$ cat src/rtl/router_out_fifo.sv
// rtl/router_out_fifo.sv - per-port output FIFO of the 1x3 router with header tagging and packet tracking
// Optional feature: define ROUTER_FIFO_LEVEL_EN to add the registered occupancy port "level".
module router_out_fifo #(
  parameter int DATA_WIDTH = 8,
  parameter int DEPTH      = 16,
  parameter int PTR_W      = 4
) (
  input  logic                  clk,
  input  logic                  reset,
  input  logic                  soft_reset,
  input  logic                  write_enb,
  input  logic                  lfd_state,
  input  logic [DATA_WIDTH-1:0] data_in,
  input  logic                  read_enb,
  output logic [DATA_WIDTH-1:0] data_out,
  output logic                  full,
  output logic                  empty,
`ifdef ROUTER_FIFO_LEVEL_EN
  output logic [PTR_W:0]        level,
`endif
  output logic                  in_pkt
);

  logic [DATA_WIDTH:0] mem [DEPTH];
  logic [PTR_W:0]      wr_ptr, rd_ptr;
  logic [PTR_W:0]      wr_ptr_nxt, rd_ptr_nxt;
  logic [6:0]          pkt_cnt;
  logic                do_wr, do_rd, flush;
  logic [DATA_WIDTH:0] rd_word;

  assign flush   = reset | soft_reset;
  assign empty   = (wr_ptr == rd_ptr);
  assign full    = (wr_ptr[PTR_W] != rd_ptr[PTR_W]) &&
                   (wr_ptr[PTR_W-1:0] == rd_ptr[PTR_W-1:0]);
  assign in_pkt  = (pkt_cnt != 7'd0);

  // Flags come from registered pointers, so a full FIFO never bypasses a write into a slot being read.
  assign do_wr   = write_enb && !full;
  assign do_rd   = read_enb && !empty;
  assign rd_word = mem[rd_ptr[PTR_W-1:0]];

  assign wr_ptr_nxt = do_wr ? wr_ptr + 1'b1 : wr_ptr;
  assign rd_ptr_nxt = do_rd ? rd_ptr + 1'b1 : rd_ptr;

  always_ff @(posedge clk) begin
    if (!flush && do_wr)
      mem[wr_ptr[PTR_W-1:0]] <= {lfd_state, data_in};
  end

  always_ff @(posedge clk) begin
    if (flush) begin
      wr_ptr   <= '0;
      rd_ptr   <= '0;
      pkt_cnt  <= 7'd0;
      data_out <= '0;
    end else begin
      wr_ptr <= wr_ptr_nxt;
      rd_ptr <= rd_ptr_nxt;
      if (do_rd) begin
        data_out <= rd_word[DATA_WIDTH-1:0];
        // Header byte carries payload length in bits [7:2]; +1 accounts for the trailing parity byte.
        if (rd_word[DATA_WIDTH])
          pkt_cnt <= {1'b0, rd_word[7:2]} + 7'd1;
        else if (pkt_cnt != 7'd0)
          pkt_cnt <= pkt_cnt - 7'd1;
      end
    end
  end

`ifdef ROUTER_FIFO_LEVEL_EN
  always_ff @(posedge clk) begin
    if (flush)
      level <= '0;
    else
      level <= wr_ptr_nxt - rd_ptr_nxt;
  end
`endif

endmodule

$ cat config.mk
export PLATFORM = sky130hd
export DESIGN_NAME = router_out_fifo
export DESIGN_NICKNAME = d
export VERILOG_FILES = /design/src/rtl/router_out_fifo.sv
export SDC_FILE = /design/constraint.sdc
export NUM_CORES = 1
export LEC_CHECK = 0
export CAP_MARGIN = 0
export CORE_ASPECT_RATIO = 1.4
export CORE_MARGIN = 2
export CORE_UTILIZATION = 50
export CTS_BUF_LIST = sky130_fd_sc_hd__clkbuf_16
export DETAILED_ROUTE_END_ITERATION = 7
export GPL_TIMING_DRIVEN = 0
export PLACE_DENSITY_LB_ADDON = 0.2
export SLEW_MARGIN = 20
export SYNTH_ARGS = -nofsm -noshare
export SYNTH_HDL_FRONTEND = slang
export SYNTH_SLANG_ARGS = --single-unit
$ cat constraint.sdc
create_clock -name clk -period 5.1 [get_ports clk]
set_clock_uncertainty 0.05 [all_clocks]
set_input_delay 1.02 -clock clk [delete_from_list [all_inputs] [get_ports clk]]
set_output_delay 1.02 -clock clk [all_outputs]
set_load 0.005 [all_outputs]
==> metrics.md <==
| Metric | Value |
|---|---|
| Wire length of the first global-routing pass | 21.51 mm |
| Async SR Flop Fraction | 0 |
| Sequential fraction of the synthesis area | 0.7041 |
| Drc violations | 0 |
| Library cell contributing the largest single delay on the critical path | nor2_1 |
| RSZ-0062 raised after global routing | false |
| Area Growth Syn to Fin | 16.02% |
| # Post-CTS Setup Buffers | 0 |
| Cells taking the most area after synthesis | edfxtp_1 (62%), mux4_2 (13%), dfxtp_1 (8.3%), nor2_1 (1.8%), nand2_1 (1.7%) |
| Number of rows in the core area | 51 |
| Final cell count without fillers | 658 |
| Number of I/O port buffers | 24 |
| Number of top-level pins | 25 |
| Met2 routing resource usage after global routing | 0.3771 |
| Hold buffer count at cts | 0 |
| Dominant cell type by area after synthesis | edfxtp_1 |
| Cell leakage power | 2.545 nW |
| Initial antenna violation count | 0 |
| Clock slew at the register clock pins of the worst setup and hold paths | 0.06 ns |
| Die area | 14,900 um^2 |
| Slowest cell delay on critical path | 0.93 ns |
| Most instantiated flip-flop cell in the synthesis netlist | edfxtp_1 |
| Final count of pins violating max slew | 0 |
| Cell area after synthesis | 6965 um^2 |
| Instance count of the mapped netlist | 414 |
| Die height | 143.7 um |
| Summed negative setup slack over all endpoints | 0 ns |
| Final net count | 483 |
| Total of fill cells in the finished design | 1,065 |
| GRT Max-Usage Layer | met2 |
| Count of yosys warnings during synthesis | 0 |
| Drt first-iter violations | 254 |
| Num CTS Buffers | 17 |
| Critical path start-end classification | in -> reg |
| Met1 track demand over resource in global routing | 0.2361 |
| Met3 GRT Util | 0.03764 |
| Status | completed |
| Global-route total usage across every layer | 0.2011 |
| Power Dens Cells | 354.6 nW/um^2 |
| Relative max-transition margin | 0.2623 |
| Root Buffer Master | clkbuf_16 |
| Post-synth net total | 436 |
| Placeable core region | 13,780 um^2 |
| Final-report hold violation count | 0 |
| Number of flops mapped to enable cells by yosys | 144 |
| Hold/Removal Path Class | reg -> reg |
| Total setup violations reported at the end of the flow | 0 |
| Detailed-placement wirelength estimate | 9.196 mm |
| Number of vias after detailed routing | 3,654 |
| Residual antenna-violating net count after detailed routing | 0 |
| Post-DR vias/cell | 5.553 |
| First-pass iteration count of the detailed router | 5 |
| Required time of the critical path | 5.09 ns |
| Post-synthesis sequential element count | 173 |
| # resized after CTS | 0 |
| Crit. End Element | flop |
| Worst supply voltage drop on vdd | 0.2082 mV |
| Pin count of the biggest net entering global routing | 19 |
| Critical Path Source Type | input pin |
| Final wirelength | 14.12 mm |
| Global-route congestion overflow total | 0 |
| Fraction of synthesized cell area taken by the top area cell type | 0.6208 |
| Worst skew pair latency | 0.42 ns |
| Transition time at the pin with the least slew margin | 1.102 ns |
| Count of antenna diodes in the layout | 0 |
| Critical Path AT | 3.40 ns |
| Period utilisation layout | 0.6704 |
| Minimum clock period after layout | 3.419 ns |
| CTS Sinks | 173 |
| Die boundary width | 103.8 um |
| Placed Instances | 627 |
| Number of global-route vias before repair | 3,729 |
| Deepest level of the CTS H-tree | 4 |
| Clock tree from TritonCTS | built |
| Count of different cell masters after synthesis | 40 |
| Initial Util | 0.5054 |
| GP Congestion | 0.8373 |
| Clock Path Buffers | 2 |
| Timing-limited maximum frequency | 0.2925 GHz |
| Post-detailed-route wirelength per cell | 21.46 um |
| Ratio of cells with drive above 1 in the final layout | 0.2093 |
| Critical path cell sequence | clkdlybuf4s50_1 > a21boi_1 > nand3_1 > nor2_1 |
| Number of max-cap violations | 0 |
| Maximum fanout along the worst path | 10 |
| Mapped Avg Cell Area | 16.82 um^2 |
[cells in the final DEF, fill, tap and decap left out, drive strengths merged, types with 2 or more instances in the layout]
| cell type | n |
|---|---|
| buf | 16 |
| a31oi | 2 |
| nor2b | 3 |
| clkbuf | 26 |
| xnor2 | 6 |
| o22ai | 2 |
| clkdlybuf4s50 | 24 |
| nand4 | 5 |
| edfxtp | 144 |
| mux4 | 40 |
| or4 | 2 |
| xor2 | 11 |
| nor2 | 33 |
| nand2 | 32 |
| nand2b | 2 |
| inv | 14 |
| or2 | 2 |
| a22oi | 10 |
| nand3 | 11 |
| nor3 | 6 |
| and2 | 3 |
| a21oi | 15 |
| dfxtp | 29 |
| o21ai | 9 |
| clkinv | 5 |
| ha | 8 |
[area by class of cell]
class | instances | area (um^2) | area share
clock inverters | 14 | 148.9 | 0.01842
multi-input cells | 214 | 1956 | 0.2420
well taps | 185 | 231.5 | 0.02864
repair buffers | 28 | 277.8 | 0.03437
inverters | 6 | 22.52 | 0.002787
plain buffers | 21 | 115.1 | 0.01424
flip-flops and latches | 173 | 4905 | 0.6069
clock buffers | 17 | 425.4 | 0.05264
[critical path: cells and delay by family]
kind,cells,cell delay [ns]
simple gates,2,1.31
buf+inv,1,0.45
compound gates,1,0.61
[cell families (layout without fill, tap and decap cells)]
family	after synthesis	count (layout)	synth area share
XOR/XNOR	17	17	0.02138
multiplexers	42	42	0.1329
flip-flops	173	173	0.7042
AO/OA/AOI/OAI	44	44	0.04006
AND/OR/NAND/NOR	103	103	0.06736
buffers and inverters	27	86	0.01976
adder cells (fa/ha/maj)	8	8	0.01437
[power breakdown]
part | switching [mW] | internal, mW | leakage [nW]
sequential | 0.00307 | 1.53 | 1.53
clock | 0.585 | 0.652 | 0.280
combinational | 0.0542 | 0.0388 | 0.736
total | 0.642 | 2.22 | 2.54
[cell usage after synthesis, types with 3 or more instances]
library cell,instances
ha_1,8
clkbuf_1,9
nand2_1,32
inv_1,6
nor2_1,33
xnor2_1,6
dfxtp_1,29
o21ai_0,7
mux4_2,40
nor2b_1,3
a21oi_1,15
xor2_1,11
nand3_1,11
and2_1,3
nand4_1,5
edfxtp_1,144
nor3_1,6
a22oi_1,10
buf_2,5
buf_6,3
[stage by stage]
step | area, um^2 | power, mW | setup slack (ns) | hold WS, ns | util
after detailed placement | 7497 | 1.661 | 1.233 | 0.4026 | 0.5439
after CTS | 8071 | 2.882 | 1.647 | 0.4126 | 0.5856
after global routing | 8082 | 2.946 | 1.523 | 0.4289 | 0.5863
after global placement | 7437 | 1.657 | 0.7570 | 0.3967 | 0.5396
final | 8082 | 2.866 | 1.681 | 0.4063 | 0.5863
after floorplan | 6965 | 1.617 | 2.262 | 0.4027 | -
[routing by layer]
layer  up-vias  share of wire
met5         -              0
met4         0          0.014
met3        16          0.038
met2       100           0.55
met1      1826           0.39
li1       1712              -
[final timing paths]
check             slack (ns)                     start  cells after the start                        to
hold reg to reg         0.41  data_out[0]$_SDFFE_PP0P_                      2  data_out[0]$_SDFFE_PP0P_
hold / removal          0.41  data_out[0]$_SDFFE_PP0P_                      2  data_out[0]$_SDFFE_PP0P_
setup reg to reg        1.86    wr_ptr[3]$_SDFFE_PP0P_                      6       mem[7][4]$_DFFE_PP_
setup / recovery        1.68                 write_enb                      4       mem[7][4]$_DFFE_PP_
[state kept, by name (all words and copies together), names as in the netlist, named ones only]
register  cells
mem         144
data_out      8
pkt_cnt       7
wr_ptr        5
rd_ptr        5
Power figures use the tool's default switching activity.
